## config.mk

```make
export PLATFORM = sky130hd
export DESIGN_NAME = geofence_feeder
export DESIGN_NICKNAME = d
export VERILOG_FILES = /design/src/rtl/geofence_feeder.sv
export SDC_FILE = /design/constraint.sdc
export NUM_CORES = 1
export LEC_CHECK = 0
export ABC_AREA = 1
export BUFFER_PORTS_ARGS = -buffer_cell sky130_fd_sc_hd__buf_2
export CORE_ASPECT_RATIO = 2
export CORE_MARGIN = 10
export CORE_UTILIZATION = 55
export CTS_BUF_LIST = sky130_fd_sc_hd__clkbuf_4 sky130_fd_sc_hd__clkbuf_8
export CTS_CLUSTER_DIAMETER = 120
export DETAILED_ROUTE_END_ITERATION = 16
export PLACE_DENSITY_LB_ADDON = 0.1
export SYNTH_ARGS = -nofsm -noshare
export SYNTH_HDL_FRONTEND = slang
export SYNTH_SLANG_ARGS = --single-unit
```

## constraint.sdc

```tcl
create_clock -name clk -period 4.8 [get_ports clk]
set_clock_uncertainty 0.1 [all_clocks]
set_input_delay 0.72 -clock clk [delete_from_list [all_inputs] [get_ports clk]]
set_output_delay 0.72 -clock clk [all_outputs]
set_load 0.005 [all_outputs]
```

## src/rtl/geofence_feeder.sv

```systemverilog
// Point-stream front end for geofence: buffers 7-point objects in two ping-pong
// banks and replays them on the edges geofence samples, gating it via gf_hold.
module geofence_feeder (
  input  logic       clk,
  input  logic       reset,
  input  logic       in_valid,
  output logic       in_ready,
  input  logic [9:0] in_x,
  input  logic [9:0] in_y,
  output logic [9:0] X,
  output logic [9:0] Y,
  output logic       gf_hold,
  input  logic       gf_valid,
  output logic [7:0] obj_cnt,
  output logic       err
);
  localparam int unsigned NPTS = 7;

  typedef struct packed {
    logic [9:0] x;
    logic [9:0] y;
  } point_t;

  typedef enum logic [1:0] {HOLD, STREAM, WAIT} state_t;

  point_t     bank [2][NPTS];
  logic [1:0] full;
  logic       wr_bank, rd_bank;
  logic [2:0] wr_idx, rd_idx;
  state_t     state;
  logic       accept;
  point_t     rd_pt, p0;

  assign in_ready = !full[wr_bank];
  assign accept   = in_valid & in_ready;
  assign rd_pt    = bank[rd_bank][rd_idx];
  assign p0       = bank[rd_bank][0];

  // Point storage carries no reset; the full flags alone say what is valid.
  always_ff @(posedge clk)
    if (accept) bank[wr_bank][wr_idx] <= point_t'{x: in_x, y: in_y};

  always_ff @(posedge clk or posedge reset) begin
    if (reset) begin
      full    <= '0;
      wr_bank <= 1'b0;
      wr_idx  <= '0;
      rd_bank <= 1'b0;
      rd_idx  <= '0;
      state   <= HOLD;
      gf_hold <= 1'b1;
      X       <= '0;
      Y       <= '0;
      obj_cnt <= '0;
      err     <= 1'b0;
    end else begin
      if (accept) begin
        if (wr_idx == 3'd6) begin
          full[wr_bank] <= 1'b1;
          wr_bank       <= ~wr_bank;
          wr_idx        <= '0;
        end else begin
          wr_idx <= wr_idx + 3'd1;
        end
      end

      // The bank being filled is never the full bank being read, so the
      // set above and the clear below never target the same flag.
      case (state)
        HOLD: begin
          if (gf_valid) err <= 1'b1;
          if (full[rd_bank]) begin
            gf_hold <= 1'b0;
            X       <= p0.x;
            Y       <= p0.y;
            rd_idx  <= 3'd1;
            state   <= STREAM;
          end
        end
        STREAM: begin
          if (gf_valid) err <= 1'b1;
          X <= rd_pt.x;
          Y <= rd_pt.y;
          if (rd_idx == 3'd6) begin
            full[rd_bank] <= 1'b0;
            rd_bank       <= ~rd_bank;
            rd_idx        <= '0;
            state         <= WAIT;
          end else begin
            rd_idx <= rd_idx + 3'd1;
          end
        end
        WAIT: begin
          if (gf_valid) begin
            obj_cnt <= obj_cnt + 8'd1;
            // Decide on the pre-edge flag: a bank completing this same edge waits one cycle in HOLD.
            if (full[rd_bank]) begin
              X      <= p0.x;
              Y      <= p0.y;
              rd_idx <= 3'd1;
              state  <= STREAM;
            end else begin
              gf_hold <= 1'b1;
              state   <= HOLD;
            end
          end
        end
        default: state <= HOLD;
      endcase
    end
  end
endmodule

```

# Word level (Yosys, flattened, before mapping)
# Memory sizes are Yosys's and may differ from the RTL's.
# Cells that the tools add are included.
# op_classes
n_eq_ne	8
magnitude_cmp	7
n_addsub	3
n_reduce_logical	15
n_mux	39
bitwise	8
# op_table
cell	n
140-bit two-way mux	1
20-bit binary-select mux with 3-bit select	1
20-bit demux with 3-bit select	1
20-bit two-way mux	3
10-bit case mux with 3 select lines	2
10-bit two-way mux	4
2-bit two-way mux	7
3-bit two-way mux	4
1-bit two-way mux	11
2-bit AND reduction	5
3-bit case mux with 3 select lines	1
8-bit by 1-bit adder with 8-bit output, second input constant	1
4-bit >= comparator, second input constant	2
2-bit inequality test, second input constant	4
3-bit inverter with 4-bit output	2
3-bit by 1-bit adder with 3-bit output, second input constant	2
3-bit equality test, second input constant	2
2-bit case mux with 3 select lines	1
1-bit by 2-bit less-than comparator with 1-bit output, second input constant	2
4-bit by 1-bit less-than comparator with 1-bit output, second input constant	1
4-bit AND reduction	1
1-bit logical AND	3
3-bit AND reduction	1
3-bit nonzero test	1
14 further kinds	17
# totals
word_cells	92
n_memories	1
inputBits	24
mem_bits_rw	280
register_bits	42
out_inout_bits	31
# mem_list
name	words	word_bits	rd	rd_ports_with_merged_regs	write_ports	line_no	rtl
bank	2	140	1	0	1	26	point_t bank [2][NPTS];

# Depth between registers and ports, before layout
# Gate-level depths: netlist (run 1).
# depth
word_depth	10
mapped_depth	11
depth_no_buf	8

# Worst setup path before layout (run 1)
# OpenSTA, ideal clock, no wires.
# synth_path
path_kind	register -> register
from	register wr_bank
to	memory bank[0][100] (netlist bit) (enable)
required_ns	4.278
period_less_slack_ns	3.013
path_slack_ns	1.787
arrival_time_ns	2.491
path_buffers	1
path_stages_with_launch	7
setup_ns	0.422
cell_sequence	dfrtp_1 -> buf_2 -> o21ai_1 -> nand2_1 -> nor2_1 -> inv_1 -> nor3_1
# synth_via
elab_chain_cells	6
# synth_rtl
element	line_no	rtl
from (decl)	28	logic wr_bank, rd_bank;
from (signal assigned)	60	wr_bank <= ~wr_bank;
1-bit two-way mux (not written as such) (2 in a row)	34	assign in_ready = !full[wr_bank];
1-bit logical NOT	34	
net in_ready	7	output logic in_ready,
1-bit AND	35	assign accept = in_valid & in_ready;
1-bit two-way mux	41	if (accept) bank[wr_bank][wr_idx] <= point_t'{x: in_x, y: in_y};
140-bit two-way mux (not written as such)	41	
to (decl)	26	
# The timed path passes the listed nets, and every way through them passes these cells. The select of a mux whose other input is x is not followed.

# Final worst setup path (run 1)
# layout_path
from	register rd_idx[0]
to	register X[3]
# layout_via
elab_chain_cells	5
# layout_rtl
element	line_no	rtl
from (decl)	29	logic [2:0] wr_idx, rd_idx;
from (signal assigned)	90	rd_idx <= rd_idx + 3'd1;
3-bit inverter with 4-bit output (not written as such)	36	assign rd_pt = bank[rd_bank][rd_idx];
20-bit binary-select mux with 3-bit select	36	
20-bit two-way mux (not written as such) (2 in a row)	36	
10-bit case mux with 3 select lines	69	case (state)
to (signal assigned)	74	X <= p0.x;
to (signal assigned)	82	X <= rd_pt.x;
to (signal assigned)	98	X <= p0.x;
to (decl)	10	output logic [9:0] X,
# Every way passes these cells. The select of a mux whose other input is x is not followed.
# A chain may end at the register's enable or synchronous reset.

==> metrics.md, run 1 <==
| Metric | Value |
|---|---|
| Top post-synthesis cells by area | edfxtp_1 58%, nand2_1 12%, inv_1 7.8%, dfrtp_1 7.1%, nand3_1 5.1% |
| Area added between synthesis and finish | 10.8% |
| Die width | 134 um |
| Max-slew headroom | 27.5% |
| CTS resizes | 0 |
| Synth area leader | edfxtp_1 |
| CTS Hold Bufs | 0 |
| Root Buffer Master | clkbuf_8 |
| Die ar. | 33400 um2 |
| Worst Max-Slew Pin Slew | 1090 ps |
| First-pass GRT wire length | 56600 um |
| Syn Nets | approximately 1500 |
| Worst-path cell chain | clkinv_1 -> buf_4 -> nand3_1 -> nand2_1 -> nand2_1 -> nand2_1 -> nand3_1 -> a21oi_1 |
| Synth warn | 0 |
| Post-DR vias/cell | 5.09 |
| Gate power share | 34.6% |
| Post-synth top area share | approximately 60% |
| Initial antenna violation count | 3 |
| Grt total ovfl | 0 |
| Critical Path Most Common Cell | nand2_1 |
| Worst skew pair latency | 580 ps |
| Max Cap Viol | 0 |
| Final setup viols | 0 |
| Sequential share of the synthesized area | 65.7% |
| Clock Tree Buf Depth | 3 |
| Sw power | 3.53 mW |
| Initial Util | a little under three fifths |
| Sequential power share | about two fifths |
| Placed Cells incl. Taps | 1873 |
| Crit end category | register |
| Std-Cell Rows | 83 |
| Flops & latches, synth | ~320 |
| Netlist Area Pre-Place | 14400 um2 |
| DR DRC count | 0 |
| Initial drt markers | approximately 700 |
| Clk network pwr share | about 25% |
| CP required | 5160 ps |
| # clock sinks | 322 |
| Switch share | 39.1% |
| Detailed-route wire length | 36800 um |
| Die Ht | 249 um |
| Fmax | 349 MHz |
| WP data arrival | 3230 ps |
| Dpl hpwl | 21800 um |
| Commonest non-fill, non-tap cell in the layout | nand2_1 |
| I/O pin count | 55 |
| Family with the most delay on the worst path | buffers and inverters |
| LEAKAGE | ~7.4 nW |
| Via count | between 9000 and 10000 |
| Tcrit/Tclk final | 59.6% |
| Wire length per cell | 18.8 um |
| Worst-path clk slew | 70 ps |
| Synth unique cells | 28 |
| Worst path bufs/invs | 2 |
| Startpoint class of the critical path | register |
| Status | completed |
| Peak supply drop | 0.276 mV |
| CTS buffer count | between 40 and 50 |
| Post-layout instance count excluding filler cells | 1958 |
| Final ANT Viol Nets | 0 |
| # Post-CTS Setup Buffers | 0 |
| CTS tree | done |
| Most frequent cells in the layout | 479 x nand2_1, 298 x inv_1, 280 x edfxtp_1 |
| H-tree levels | 2 |
| Crit path max fanout | 31 |
| Setup TNS | 0 ps |
| Core area | 25800 um2 |
| WS Path Type | reg -> reg |
| Total GRT Usage | roughly 22% |
| Final hold viol count | 0 |
| Pin count of the biggest net entering global routing | between 60 and 70 |
| Cells after synthesis | 1516 |
| Vias in the first global route | 9983 |
| Worst Hold Class | in -> async |
| Fin nets | between 1500 and 2000 |
| Pwr per Cell Area | between 500 and 600 nW/um2 |
| Unrepaired setup endpoints after global routing | no |
| Drt pass-1 iters | 5 |
| Final Max Tran Viols | 0 |
| Crit path largest cell delay | ~850 ps |
| Internal Pwr Total | 5.51 mW |
| RD Place Congestion | ~0.85 |
| Avg Cell Area, Syn | ~9.5 um2 |
| Slowest CP cell | dfrtp_2 |
| Layout cells sized above 1 | 11.1% |
| Final min period | 2860 ps |
| I/O Buffers | 54 |
[worst reg2reg max path, cell delays in order (launching register included)]
cell	delay, ps
dfrtp_2	850
clkinv_1	700
buf_4	500
nand3_1	160
nand2_1	60
nand2_1	60
nand2_1	120
nand3_1	110
a21oi_1	100
[cell usage after synthesis (all sizes together)]
master	instances
dfstp	1
nor3	9
nand4	2
inv	302
o21ai	10
o22ai	2
nand3	147
buf	51
a21oi	25
xor2	4
clkbuf	12
clkinv	3
dfrtp	41
nor2	140
xnor2	4
ha	1
edfxtp	280
o21bai	2
nand2	479
mux2	1
[cell type report]
| cell class | count | area [um2] |
|---|---|---|
| fillers | 2238 | 9810 |
| flip-flops and latches | 322 | 9470 |
| multi-input cells | 826 | 3490 |
| inverters | 305 | 1150 |
| clock buffers | 64 | 812 |
| repair buffers | 80 | 465 |
| well taps | 340 | 425 |
| clock inverters | 20 | 141 |
| diodes | 1 | 2.50 |
[sequential cells by signal (all words and copies together) (netlist names), 2 cells and up]
name	flops
full	2
Y	10
rd_idx	3
X	10
obj_cnt	8
state	2
wr_idx	3
bank	280
[kinds of logic after synthesis]
family                     count (synthesis)  share of synthesized area (%)
AOI/OAI and AO/OA                         39                           1.43
xor gates and xnor gates                   8                          0.487
adders and majority gates                  1                         0.0869
buffers and inverters                    368                           10.5
DFF                                      322                           65.7
muxes                                      1                         0.0782
and+or+nand+nor                          777                           21.7
[metal layers]
layer,wire [um],GRT usage (%)
met5,0,0
met4,1800,11.4
met3,1740,3.77
met2,19900,41.0
met1,13400,23.4
[power groups by stage]
stage	Combinational (mW)	Sequential, mW	Clock (mW)
final	3.13	3.69	2.23
after global routing	3.53	3.71	2.40
after CTS	3.16	3.69	2.28
after global placement	3.11	3.74	0
after detailed placement	3.15	3.75	0
after floorplan	2.30	3.55	0
[per-stage QoR]
stage	setup WS, ps	power (mW)	instance area [um2]	util [%]	hold WS, ps
finish	1940	9.05	15900	61.9	301
detailed placement	1990	6.89	15000	58.2	362
global placement	1970	6.85	15000	58.2	356
floorplan	1790	5.85	14400	-	368
global route	1860	9.65	15900	61.9	319
CTS	1960	9.13	15900	61.9	270
[path summary, 6_finish.rpt]
kind | startpoint | slack [ps] | to | cells after the start
max | rd_idx[0]$_DFFE_PP0P_ | 1940 | X[3]$_DFFE_PP0P_ | 8
min | reset | 300 | obj_cnt[7]$_DFFE_PP0P_ | 2
max reg2reg | rd_idx[0]$_DFFE_PP0P_ | 1940 | X[3]$_DFFE_PP0P_ | 8
min reg2reg | obj_cnt[7]$_DFFE_PP0P_ | 370 | obj_cnt[7]$_DFFE_PP0P_ | 1
max in group asynchronous | reset | 3510 | rd_bank$_DFFE_PP0P_ | 2
min in group clk | gf_valid | 300 | err$_DFFE_PP0P_ | 3
Power figures use the tool's default switching activity.
==> run 2, diff against run 1 <==
==> constraint.sdc (replaced) <==
create_clock -name clk -period 2.7 [get_ports clk]
set_clock_uncertainty 0.1 [all_clocks]
set_input_delay 0.405 -clock clk [delete_from_list [all_inputs] [get_ports clk]]
set_output_delay 0.405 -clock clk [all_outputs]
set_load 0.005 [all_outputs]
==> run 2 against run 1 <==
  * Final cell count increased by 0.10%
  * Via count is 0.82% lower
  * Largest cell class unchanged
  * Critical path depth up 1
  * Maximum frequency grew 35%
  * Design area is 0.89% higher
  * Die area stayed put
  * Global-route usage fell by 0.059 points
  * Combinational power increased by 97%
  * Flip-flop and latch count is the same
  * Worst hold slack got worse by 150 ps
==> metrics.md, run 2 (synthesis results as in run 1) <==
| Metric | Value |
|---|---|
| Crit end category | register (unchanged) |
| Pwr per Cell Area | 1020 nW/um2 (was 567 nW/um2) |
| CTS tree | done (unchanged) |
| Initial drt markers | 678 (was 712) |
| Worst skew pair latency | 560 ps (was 580 ps) |
| Clock Tree Buf Depth | 3 (unchanged) |
| Core area | 25800 um2 (unchanged) |
| Post-DR vias/cell | 5.04 (was 5.09) |
| Drt pass-1 iters | 5 (unchanged) |
| Area added between synthesis and finish | 11.8% (was 10.8%) |
| Multi-input logic area | 3490 um2 (about the same) |
| H-tree levels | 2 (unchanged) |
| Max-slew headroom | 38.8% (was 27.5%) |
| DR DRC count | 0 (unchanged) |
| WS Path Type | reg -> reg (unchanged) |
| Layout cells sized above 1 | 11.2% (was 11.1%) |
| Final hold viol count | 0 (unchanged) |
| Reg2Reg Setup Slack | 580 ps (was 1940 ps) |
| First-pass GRT wire length | 56400 um (was 56600 um) |
| Fill count | 2231 (was 2238) |
| Worst-path clk slew | 70 ps (about the same) |
| Final min period | 2120 ps (was 2860 ps) |
| Grt total ovfl | 0 (unchanged) |
| Top sig layer | met4 (unchanged) |
| LEAKAGE | 7.48 nW (was 7.41 nW) |
| Storage cell area | 9470 um2 (unchanged) |
| Initial Util | 55.9% (unchanged) |
| Worst Max-Slew Pin Slew | 917 ps (was 1090 ps) |
| CP required | 3050 ps (was 5160 ps) |
| WHS Path Cells | 1 |
| Number of flip-flops in the largest register | 280 (unchanged) |
| Worst Hold Class | in -> reg (was in -> async) |
| Std-Cell Rows | 83 (unchanged) |
| Via count | 9886 (was 9968) |
| Pin count of the biggest net entering global routing | 89 (was 64) |
| Status | completed (unchanged) |
| Detailed-route wire length | 36900 um (was 36800 um) |
| Met3 wire length | 1380 um (was 1740 um) |
| R2R cell count | 9 (was 8) |
| Crit path max fanout | 46 (was 31) |
| Max Cap Viol | 0 (unchanged) |
| Setup TNS | 0 ps (unchanged) |
| Tcrit/Tclk final | 78.3% (was 59.6%) |
| Fmax | 473 MHz (was 349 MHz) |
| Initial antenna violation count | 1 (was 3) |
| Commonest non-fill, non-tap cell in the layout | nand2_1 (unchanged) |
| Total GRT Usage | 22.2% (was 22.3%) |
| Fin nets | 1615 (was 1605) |
| Largest Register | bank (unchanged) |
| CTS buffer count | 44 (was 45) |
| Regs by FF count | bank (280), X (10), Y (10) (unchanged) |
| WP data arrival | 2470 ps (was 3230 ps) |
| Die ar. | 33400 um2 (unchanged) |
| Root Buffer Master | clkbuf_8 (unchanged) |
| Most frequent cells in the layout | 479 x nand2_1, 298 x inv_1, 280 x edfxtp_1 (unchanged) |
| RD Place Congestion | 0.920 (was 0.851) |
| Wire length per cell | 18.8 um (about the same) |
| Final setup viols | 0 (unchanged) |
| Die width | 134 um (unchanged) |
| Final Max Tran Viols | 0 (unchanged) |
| Die Ht | 249 um (unchanged) |
| Final Power | 16.4 mW (was 9.05 mW) |
| Startpoint class of the critical path | register (unchanged) |
| Unrepaired setup endpoints after global routing | no (unchanged) |
| # clock sinks | 322 (unchanged) |
| Dpl hpwl | 23400 um (was 21800 um) |
| Final ANT Viol Nets | 0 (unchanged) |
| Peak supply drop | 0.624 mV (was 0.276 mV) |
| I/O Buffers | 54 (unchanged) |
| Wl on met1 | 13300 um (was 13400 um) |
| # Post-CTS Setup Buffers | 0 (unchanged) |
| I/O pin count | 55 (unchanged) |
| Met2 WL | 20100 um (was 19900 um) |
| Vias in the first global route | 9798 (was 9983) |
==> run 2: cell type report <==
type,instances,area share [%]
sequential,322,58.8
clock inverter,15,1.03
clock buffer,60,4.59
timing repair buffer,91,4.06
tap,340,2.64
antenna,1,0.0156
inverter,305,7.13
multi-input combinational,826,21.7
==> run 2: worst paths after layout <==
check,start,to
worst max-delay path,rd_bank$_DFFE_PP0P_,Y[2]$_DFFE_PP0P_
worst min-delay path,in_x[7],bank[0][37]$_DFFE_PP_
worst max register to register,rd_bank$_DFFE_PP0P_,Y[2]$_DFFE_PP0P_
worst min register to register,obj_cnt[7]$_DFFE_PP0P_,obj_cnt[7]$_DFFE_PP0P_
max in group asynchronous,reset,rd_idx[0]$_DFFE_PP0P_
min in group asynchronous,reset,wr_idx[1]$_DFFE_PP0N_
==> run 2: per-stage QoR <==
step                      hold slack (ps)  cells  worst slack (ps)  instance area [um2]  util [%]
final                                 146   1960               585                16100      62.5
after global routing                  129   1960               375                16100      62.5
after detailed placement              367   1882               585                15200      58.9
after global placement                367   1882               609                15200      58.9
after CTS                             109   1959               583                16100      62.5
after floorplan                       368   1516              -313                14400         -
==> run 2: layer usage <==
| layer | global-route usage, % | up-vias |
|---|---|---|
| met3 | 2.82 | 91 |
| met1 | 23.4 | 4695 |
| met4 | 13.1 | 0 |
| met2 | 40.8 | 242 |
| li1 | - | 4858 |
| met5 | 0 | - |
==> run 2: what timing repair did <==
item / CTS / global route
hold buffers: 2 / 0
gates resized for setup: 0 / 0
hold endpoints to repair: 37 / 0
==> run 2: power breakdown <==
part	internal [mW]	total [mW]	switching [mW]
sequential	6.02	6.30	0.283
clock	2.15	3.93	1.78
combinational	1.81	6.17	4.35
==> run 2: worst max-delay path, stage by stage, from the launching register on <==
cell and delay, ps:
dfrtp_4 550, inv_4 260, buf_12 280, nand2_1 80
nand3_1 100, nand2_1 50, nor2_1 280, nand2_1 90
nand3_1 100, a21oi_1 70
==> run 3, diff against run 2 <==
--- a/config.mk
+++ b/config.mk
@@ -5,7 +5,7 @@
 export SDC_FILE = /design/constraint.sdc
 export NUM_CORES = 1
 export LEC_CHECK = 0
-export ABC_AREA = 1
+export ABC_AREA = 0
 export BUFFER_PORTS_ARGS = -buffer_cell sky130_fd_sc_hd__buf_2
 export CORE_ASPECT_RATIO = 2
 export CORE_MARGIN = 10
==> constraint.sdc (replaced) <==
create_clock -name clk -period 2 [get_ports clk]
set_clock_uncertainty 0.1 [all_clocks]
set_input_delay 0.3 -clock clk [delete_from_list [all_inputs] [get_ports clk]]
set_output_delay 0.3 -clock clk [all_outputs]
set_load 0.005 [all_outputs]
==> run 3 against run 2 <==
  * Non-clock buffer count up 34
  * Routed wire length down 15%
  * First-iteration DRC count down 7.2%
  * Critical path depth down 4
  * Sequential power up 38%
  * Critical path type unchanged
  * Largest cell class unchanged
  * Highest routed layer unchanged
  * Register-to-register slack worse by 530 ps
  * Power up 28%
==> metrics.md, run 3 <==
| Metric | Value |
|---|---|
| Status | completed (unchanged) |
| Worst-path clk slew | 70 ps (about the same) |
| Grt total ovfl | 0 (unchanged) |
| Total GRT Usage | 20.7% (was 22.2%) |
| Most frequent cells in the layout | 280 x edfxtp_1, 139 x mux2i_1, 54 x buf_2 (was 479 x nand2_1, 298 x inv_1, 280 x edfxtp_1) |
| Initial drt markers | 629 (was 678) |
| Largest Register | bank (unchanged) |
| LEAKAGE | 5.41 nW (was 7.48 nW) |
| Number of flops mapped to enable cells by yosys | 280 (unchanged) |
| Syn Nets | 789 (was 1541) |
| Final ANT Viol Nets | 0 (unchanged) |
| Met2 GRT Util | 37.3% (was 40.8%) |
| Dominant synthesized flop cell | edfxtp_1 (unchanged) |
| Core area | 23100 um2 (was 25800 um2) |
| Initial Util | 55.5% (was 55.9%) |
| Post-synth top cells | 280 x edfxtp_1, 140 x mux2i_1, 43 x o21ai_0 (was 479 x nand2_1, 299 x inv_1, 280 x edfxtp_1) |
| Layout cells sized above 1 | 25.9% (was 11.2%) |
| Number of flip-flops in the largest register | 280 (unchanged) |
| CTS buffer count | 42 (was 44) |
| Max-slew headroom | 65.7% (was 38.8%) |
| Slowest CP cell | dfrtp_1 (was dfrtp_4) |
| Pin count of the biggest net entering global routing | 34 (was 89) |
| Crit end category | register (unchanged) |
| Regs by FF count | bank (280), X (10), Y (10) (unchanged) |
| Std-Cell Rows | 79 (was 83) |
| # clock sinks | 322 (unchanged) |
| Family with the most delay on the worst path | simple AND/OR/NAND/NOR gates (unchanged) |
| Finished layout cell area | 15100 um2 (was 16100 um2) |
| Die width | 128 um (was 134 um) |
| Fmax | 513 MHz (was 473 MHz) |
| Worst skew pair latency | 560 ps (about the same) |
| Sequential share of the synthesized area | 73.8% (was 65.7%) |
| WS Path Type | reg -> reg (unchanged) |
| Final Max Tran Viols | 0 (unchanged) |
| RD Place Congestion | 0.830 (was 0.920) |
| Final min period | 1950 ps (was 2120 ps) |
| CTS tree | done (unchanged) |
| Peak supply drop | 0.761 mV (was 0.624 mV) |
| I/O pin count | 55 (unchanged) |
| Worst-path cell chain | mux2i_4 -> and2_4 -> nand3_1 -> nor3_4 -> buf_4 (was inv_4 -> buf_12 -> nand2_1 -> nand3_1 -> nand2_1 -> nor2_1 -> nand2_1 -> nand3_1 -> a21oi_1) |
| Dpl hpwl | 20100 um (was 23400 um) |
| Final setup viols | 0 (unchanged) |
| Count leader, synth | edfxtp_1 (was nand2_1) |
| Cells after synthesis | 764 (was 1516) |
| Top Usage Layer GRT | met2 (unchanged) |
| Netlist Area Pre-Place | 12800 um2 (was 14400 um2) |
| Root Buffer Master | clkbuf_8 (unchanged) |
| First-pass GRT wire length | 47200 um (was 56400 um) |
| Post-synth top area share | 65.5% (was 58.4%) |
| Clock Tree Buf Depth | 3 (unchanged) |
| Crit path max fanout | 10 (was 46) |
| Met1 GRT Util | 22.4% (was 23.4%) |
| Worst Hold Class | in -> reg (unchanged) |
| Vias in the first global route | 7987 (was 9798) |
| DR DRC count | 0 (unchanged) |
| Final hold viol count | 0 (unchanged) |
| WP data arrival | 2090 ps (was 2470 ps) |
| CP Depth | 5 (was 9) |
| Unrepaired setup endpoints after global routing | yes (was no) |
| M3 GR Usage | 3.12% (was 2.82%) |
| Fin nets | 912 (was 1615) |
| Commonest non-fill, non-tap cell in the layout | edfxtp_1 (was nand2_1) |
| Via count | 7325 (was 9886) |
| Flops & latches, synth | 322 (unchanged) |
| Wire length per cell | 25.9 um (was 18.8 um) |
| Synth unique cells | 42 (was 28) |
| I/O Buffers | 54 (unchanged) |
| Avg Cell Area, Syn | 16.8 um2 (was 9.49 um2) |
| Pwr per Cell Area | 1390 nW/um2 (was 1020 nW/um2) |
| Die ar. | 30200 um2 (was 33400 um2) |
| Synth area leader | edfxtp_1 (unchanged) |
| Crit path largest cell delay | 410 ps (was 550 ps) |
| Ys async rst share | 13.0% (unchanged) |
| Startpoint class of the critical path | register (unchanged) |
| WHS Path Cells | 1 (unchanged) |
| Tcrit/Tclk final | 97.4% (was 78.3%) |
| Detailed-route wire length | 31300 um (was 36900 um) |
| Worst Max-Slew Pin Slew | 514 ps (was 917 ps) |
| Top post-synthesis cells by area | edfxtp_1 66%, mux2i_1 11%, dfrtp_1 8.0%, a22oi_1 2.3%, o221ai_2 2.3% (was edfxtp_1 58%, nand2_1 12%, inv_1 7.8%, dfrtp_1 7.1%, nand3_1 5.1%) |
| Die Ht | 236 um (was 249 um) |
| Synth warn | 0 (unchanged) |
| H-tree levels | 2 (unchanged) |
| Max Cap Viol | 0 (unchanged) |
| CP required | 2140 ps (was 3050 ps) |
| Area added between synthesis and finish | 17.7% (was 11.8%) |
| R2R cell count | 5 (was 9) |
| WHS | 26.3 ps (was 146 ps) |
| Drt pass-1 iters | 5 (unchanged) |
| Worst path bufs/invs | 1 (was 2) |
| Initial antenna violation count | 2 (was 1) |
| Placed inst area | 14200 um2 (was 15200 um2) |
| Post-DR vias/cell | 6.08 (was 5.04) |
## run 3: cell count changes in the layout (fill, tap and decap cells not counted), sizes merged, moves of 40 or more
cell / previous run / this run
nand3: 147 / 5
inv: 302 / 6
nor2: 140 / 14
mux2i: 0 / 141
a22oi: 0 / 40
nand2: 479 / 34
## run 3: repair_timing
action                     4_1_cts  5_1_grt
hold buffers                     5        0
setup buffers                    0        0
setup endpoints to repair        1       15
gates resized for setup          1        2
hold endpoints to repair        41        0
## run 3: cell type report
cell class	count	area [um2]
repair buffers	125	1180
clock buffers	67	803
diodes	2	5.00
inverters	6	22.5
fillers	1661	8030
multi-input cells	390	3220
well taps	283	354
clock inverters	10	45.0
flip-flops and latches	322	9460
## run 3: path summary, 6_finish.rpt
path | startpoint | endpoint | slack (ps)
min in group asynchronous | reset | Y[4]$_DFFE_PP0P_ | 230
worst max register to register | wr_bank$_DFFE_PP0P_ | bank[0][33]$_DFFE_PP_ | 50
worst max-delay path | wr_bank$_DFFE_PP0P_ | bank[0][33]$_DFFE_PP_ | 50
worst min register to register | obj_cnt[7]$_DFFE_PP0P_ | obj_cnt[7]$_DFFE_PP0P_ | 360
max in group asynchronous | reset | X[7]$_DFFE_PP0P_ | 880
worst min-delay path | in_x[0] | bank[1][130]$_DFFE_PP_ | 30
## run 3: logic make-up (layout without fill, tap and decap cells)
kind of cell             Yosys count  count (layout)  synth area share (%)
AO/OA/AOI/OAI                    158             158                  9.03
XOR/XNOR                           8               8                 0.546
adder cells (fa/ha/maj)            1               1                0.0975
buffers and inverters             52             208                  2.29
flip-flops                       322             322                  73.8
multiplexers                     143             143                  11.3
other                              0               2                     0
AND/OR/NAND/NOR                   80              80                  2.98
## run 3: per-layer routing
layer	vias to the layer above	part of all wire (%)
met3	90	4.8
met4	0	5.0
met1	3720	35
met5	-	0
li1	3258	-
met2	257	55
## run 3: metrics by stage
stage / TNS (ps) / worst slack [ps] / util [%] / power (mW) / cells
after floorplan: -38700 / -350 / - / 13.4 / 764
after global placement: 0 / 90.4 / 61.3 / 16.1 / 1121
after detailed placement: 0 / 14.3 / 61.3 / 16.3 / 1121
after CTS: 0 / 44.8 / 65.2 / 21.1 / 1203
after global routing: -131 / -20.0 / 65.3 / 21.9 / 1205
final: 0 / 52.1 / 65.3 / 21.0 / 1205
## run 3: power by group
| group | leakage (nW) | switching [mW] | internal (mW) |
|---|---|---|---|
| Clock | 0.454 | 2.29 | 2.55 |
| Sequential | 3.03 | 0.526 | 8.18 |
| Combinational | 1.93 | 4.24 | 3.24 |
